$ cat config.mk
export PLATFORM = sky130hd
export DESIGN_NAME = nn_launch_controller
export DESIGN_NICKNAME = d
export VERILOG_FILES = /design/src/rtl/nn_launch_controller.sv
export SDC_FILE = /design/constraint.sdc
export NUM_CORES = 2
export LEC_CHECK = 0
export CORE_AREA = 2 2 624 626
export CTS_CLUSTER_DIAMETER = 200
export DETAILED_ROUTE_END_ITERATION = 6
export DIE_AREA = 0 0 626 628
export PLACE_DENSITY = 0.37
export SYNTH_ARGS = -nofsm -noshare
export SYNTH_HDL_FRONTEND = slang
export SYNTH_SLANG_ARGS = --single-unit
$ cat constraint.sdc
create_clock -name clk -period 2.1 [get_ports clk]
set_clock_uncertainty 0.05 [all_clocks]
set_input_delay 0.63 -clock clk [delete_from_list [all_inputs] [get_ports clk]]
set_output_delay 0.63 -clock clk [all_outputs]
set_load 0.02 [all_outputs]
$ cat src/rtl/nn_launch_controller.sv
// Launch sequencer: debounces the active-low key, freezes the drawn image, pulses nn_start
// and latches the network's argmax. Optional WAIT timeout under macro NN_LAUNCH_TIMEOUT_EN.
module nn_launch_controller #(
    parameter int DEBOUNCE_CYCLES = 1000,
    parameter int TIMEOUT_CYCLES  = 65535
) (
    input  logic         clk,
    input  logic         reset,
    input  logic         key_n,
    input  logic [783:0] pixel_in,
    input  logic         nn_done,
    input  logic [3:0]   nn_argmax,
    output logic         nn_start,
    output logic [783:0] pixel_out,
    output logic         busy,
    output logic         result_valid,
    output logic [3:0]   result,
    output logic         timeout_err,
    output logic [7:0]   launch_count
);

    localparam int DW = $clog2(DEBOUNCE_CYCLES) + 1;
    localparam logic [DW-1:0] DEB_LAST = DW'(DEBOUNCE_CYCLES - 1);

    // Both parameters must describe at least one cycle.
    if (DEBOUNCE_CYCLES < 1 || TIMEOUT_CYCLES < 1) begin : g_param_check
        $error("nn_launch_controller: DEBOUNCE_CYCLES and TIMEOUT_CYCLES must be >= 1");
    end

    typedef enum logic [2:0] {
        IDLE     = 3'd0,
        DEBOUNCE = 3'd1,
        LAUNCH   = 3'd2,
        WAIT     = 3'd3,
        RELEASE  = 3'd4
    } state_t;

    state_t         state_q;
    logic [1:0]     sync_q;
    logic [DW-1:0]  deb_cnt_q;
    logic           nn_start_q;
    logic [783:0]   pixel_q;
    logic           busy_q;
    logic           result_valid_q;
    logic [3:0]     result_q;
    logic [7:0]     launch_count_q;
    logic           pressed;

    assign pressed = ~sync_q[1];

`ifdef NN_LAUNCH_TIMEOUT_EN
    localparam int WW = $clog2(TIMEOUT_CYCLES) + 1;
    localparam logic [WW-1:0] WAIT_LAST = WW'(TIMEOUT_CYCLES - 1);
    logic [WW-1:0]  wait_cnt_q;
    logic           timeout_err_q;
    assign timeout_err = timeout_err_q;
`else
    assign timeout_err = 1'b0;
`endif

    always_ff @(posedge clk) begin
        if (reset) begin
            state_q        <= IDLE;
            sync_q         <= 2'b11;
            deb_cnt_q      <= '0;
            nn_start_q     <= 1'b0;
            pixel_q        <= '0;
            busy_q         <= 1'b0;
            result_valid_q <= 1'b0;
            result_q       <= 4'h0;
            launch_count_q <= 8'd0;
`ifdef NN_LAUNCH_TIMEOUT_EN
            wait_cnt_q     <= '0;
            timeout_err_q  <= 1'b0;
`endif
        end else begin
            sync_q     <= {sync_q[0], key_n};
            nn_start_q <= 1'b0;
            case (state_q)
                IDLE: begin
                    if (pressed) begin
                        state_q   <= DEBOUNCE;
                        deb_cnt_q <= '0;
                    end
                end
                DEBOUNCE: begin
                    if (!pressed) begin
                        state_q <= IDLE;
                    end else if (deb_cnt_q == DEB_LAST) begin
                        // The snapshot is taken on the same edge that raises nn_start.
                        state_q    <= LAUNCH;
                        pixel_q    <= pixel_in;
                        nn_start_q <= 1'b1;
                        busy_q     <= 1'b1;
                    end else begin
                        deb_cnt_q <= deb_cnt_q + 1'b1;
                    end
                end
                LAUNCH: begin
                    state_q        <= WAIT;
                    result_valid_q <= 1'b0;
`ifdef NN_LAUNCH_TIMEOUT_EN
                    timeout_err_q  <= 1'b0;
                    wait_cnt_q     <= '0;
`endif
                end
                WAIT: begin
                    if (nn_done) begin
                        state_q        <= RELEASE;
                        busy_q         <= 1'b0;
                        result_q       <= nn_argmax;
                        result_valid_q <= 1'b1;
                        if (launch_count_q != 8'hFF) begin
                            launch_count_q <= launch_count_q + 8'd1;
                        end
`ifdef NN_LAUNCH_TIMEOUT_EN
                    end else if (wait_cnt_q == WAIT_LAST) begin
                        state_q       <= RELEASE;
                        busy_q        <= 1'b0;
                        timeout_err_q <= 1'b1;
                    end else begin
                        wait_cnt_q <= wait_cnt_q + 1'b1;
`endif
                    end
                end
                RELEASE: begin
                    // Holding the key after a result must not relaunch.
                    if (!pressed) begin
                        state_q <= IDLE;
                    end
                end
                default: state_q <= IDLE;
            endcase
        end
    end

    assign nn_start     = nn_start_q;
    assign pixel_out    = pixel_q;
    assign busy         = busy_q;
    assign result_valid = result_valid_q;
    assign result       = result_q;
    assign launch_count = launch_count_q;

endmodule

==> run metrics <==
TritonRoute pass-1 iters=5; first-pass GRT wire length=around 370000 um; DRT iter0 DRCs=approximately 1800; post-route setup slack=-70.6 ps; Syn Std Cell Area=roughly 29000 um2; worst r2r path cells=9; Worst Path Max Fanout=8; Leak=about 22 nW; cell count along the critical path=9; CP Data Arrival Time=about 2900 ps; IO buf count=roughly 1600; HP Class=input port to register; yosys warns=0; CP endpoint=pixel_out[410]$_SDFFE_PP0P_; CP Data Required Time=2810 ps; Synth Flop Type=dfxtp_1; setup tns final=-3990 ps; Gate power share=5.7%; synthesis-stage register bit count=around 820; Hold Slack=240 ps; register area share after synthesis=~57%; cell family with the largest share of critical-path delay=simple AND/OR/NAND/NOR gates; vias in the first global route=between 30000 and 40000; P&R area growth vs syn=118%; Skew-Pair Late Insertion Delay=840 ps; nature of the critical path endpoint=register; largest net degree at the start of global routing=84; Hold Vio Cnt, Final=0; share of layout cells above drive strength 1=40.9%; clock root buffer=clkbuf_16; Seq pwr share=38.2%; outcome=finished with violations; FMAX=approximately 0.46 GHz; Worst Path Buf+Inv=5; Initial Utilization=7.40%; Tcrit/Tclk final=103%; count of final setup violators=roughly 160; PwrDens=around 650 nW/um2; worst r2r dst=pixel_out[410]$_SDFFE_PP0P_; Sw Pwr=0.00977 W; post-route ant nets=0; die extent in y=between 600 and 700 um; crit path kind=register to register; Slew Limit Fails=0; Clk network pwr share=approximately 56%; Std-Cell Rows=roughly 230; slowest stage cell, crit path=and4_4; failing checks=negative setup slack; Pint=roughly 0.03 W; worst-path cell chain=nor4b_4 > and4_4 > buf_8 > buf_16 > buf_4 > clkbuf_16 > nand2_1 > buf_4 > a21oi_1; Total Die Area=between 300000 and 400000 um2; Clock Path Buffers=4; via count=~34000; # clock sinks=815; grt ovf=0; io pins=between 1500 and 2000; die width=626 um; CTS tree=built; Final min period=roughly 2200 ps; Vias per Instance=approximately 3.1; syn_nets=approximately 4400; worst flop-to-flop path startpoint=deb_cnt_q[10]$_SDFFE_PP0P_; max cap viols=0; global placement routability congestion=0.920; r2r setup slk=-70 ps; core area=~390000 um2; count of cell types in the netlist=46; Routed wire per std cell=29.1 um; H-tree depth=3; TritonCTS Buffers=between 100 and 150; RSZ-0062 raised after global routing=yes; switching share of power=24.3%; initial antenna violation count=between 200 and 250; critical path's most frequent cell=buf_4; CP max stage delay=380 ps; Max-slew headroom=roughly two thirds; maximum VDD drop=just under 0.7 mV; Clk pin slew, worst setup/hold paths=60 ps; gr usage total=approximately 15%; WL final=~310000 um; worst setup path startpoint=deb_cnt_q[10]$_SDFFE_PP0P_; syn avg cell area=~8 um2; Placement Setup Slack=-212 ps; Post-synth EDFFs=0; CP Launch Type=register; # DRC=0; HPWL after DPL=approximately 250000 um; ys async rst share=0%; Post-Syn Instances=between 3000 and 4000; Slew @ Worst Pin=roughly 530 ps; nets=a little over 6000
-- power by group through the flow --
stage	logic (W)	registers (W)	clock network (W)
after global placement	0.00229	0.0158	0
after CTS	0.00229	0.0154	0.0235
after floorplan	0.000249	0.0158	0
after global routing	0.00243	0.0154	0.0240
final	0.00231	0.0154	0.0226
after detailed placement	0.00227	0.0158	0
-- routing by layer --
| layer | GRT usage (%) | routed length [um] | vias up |
|---|---|---|---|
| met2 | 25.9 | 152000 | 1501 |
| met4 | 2.47 | 8420 | 84 |
| met1 | 15.9 | 118000 | 16300 |
| met5 | 0 | 540 | - |
| met3 | 7.09 | 33300 | 579 |
| li1 | - | - | 15300 |
-- through the flow --
stage | std cells | utilization, % | instance area (um2) | power (W)
2_1_floorplan | 3563 | - | 28600 | 0.0161
3_3_place_gp | 10300 | 13.2 | 51200 | 0.0181
3_5_place_dp | 10300 | 13.2 | 51200 | 0.0181
4_1_cts | 10600 | 15.2 | 58900 | 0.0412
5_1_grt | 10700 | 16.1 | 62200 | 0.0418
6_report | 10700 | 16.1 | 62300 | 0.0402
-- worst min path at each step --
stage | cells past startpoint | start | slack (ps) | end
after global placement | 1 | sync_q[0]$_SDFF_PP1_ | 350 | sync_q[1]$_SDFF_PP1_
final | 3 | pixel_in[152] | 240 | pixel_out[152]$_SDFFE_PP0P_
after detailed placement | 1 | sync_q[0]$_SDFF_PP1_ | 350 | sync_q[1]$_SDFF_PP1_
after global routing | 3 | pixel_in[133] | 180 | pixel_out[133]$_SDFFE_PP0P_
after CTS | 3 | pixel_in[152] | 120 | pixel_out[152]$_SDFFE_PP0P_
after floorplan | 1 | sync_q[0]$_SDFF_PP1_ | 340 | sync_q[1]$_SDFF_PP1_
-- tightest hold or removal path: stages --
cell	delay, ps
clkdlybuf4s50_1	390
nand2_1	60
a21oi_1	50
-- Yosys cell counts, drive strengths merged, types with 2 or more instances --
cell type,count,share of area (%)
nor3,5,0.087
o21ai,2,0.035
or2,3,0.066
a21oi,795,14
and4,3,0.092
or4b,2,0.070
dfxtp,815,57
nand2b,3,0.066
and3,5,0.11
nand3,4,0.070
nor4b,3,0.14
a31oi,3,0.066
nand4,4,0.087
a211o,3,0.092
inv,2,0.026
nor4,9,0.20
clkbuf,125,1.6
xor2,2,0.061
xnor2,7,0.21
nor2,19,0.25
buf,145,4.4
nand2,1584,21
ha,2,0.087
a211oi,2,0.052
-- state kept, by name (all words and copies together), names as in the netlist --
register	count
launch_count	8
deb_cnt_q	11
nn_start	1
busy	1
sync_q	2
state_q	3
result	4
result_valid	1
pixel_out	784
-- cells by family after synthesis --
logic type,synth area share (%)
simple gates,22.1
flops,57.0
compound gates,14.4
buf+inv,6.06
xor+xnor,0.275
fa+ha+maj,0.0873
mux,0.0743
other cells,0.0131
-- area by class of cell --
type / instances / area [um2]
Fill cell: 43700 / 325000
Timing Repair Buffer: 1982 / 22500
Sequential cell: 815 / 17300
Multi-Input combinational cell: 2476 / 11600
Tap cell: 5197 / 6500
Clock buffer: 163 / 3490
Clock inverter: 57 / 838
Antenna cell: 33 / 82.6
Inverter: 2 / 7.51
-- what timing repair did --
action	in CTS	in global routing
setup endpoints to repair	1117	1127
hold buffers	0	0
gates cloned	11	64
setup buffers	52	34
pin swaps	3	106
resized for setup	4311	410
-- placed cells by master (no fill, tap or decap), drive strengths merged, types with 4 or more instances in the layout --
master / count
nand4: 4
nand2: 1584
nor2: 19
and3: 5
inv: 7
xnor2: 7
a21oi: 795
bufinv: 17
clkbuf: 218
clkinv: 32
nor4: 9
dfxtp: 815
nor3: 5
buf: 1136
clkdlybuf4s50: 790
nand3: 4
diode: 33
(Power assumes the default switching activity.)
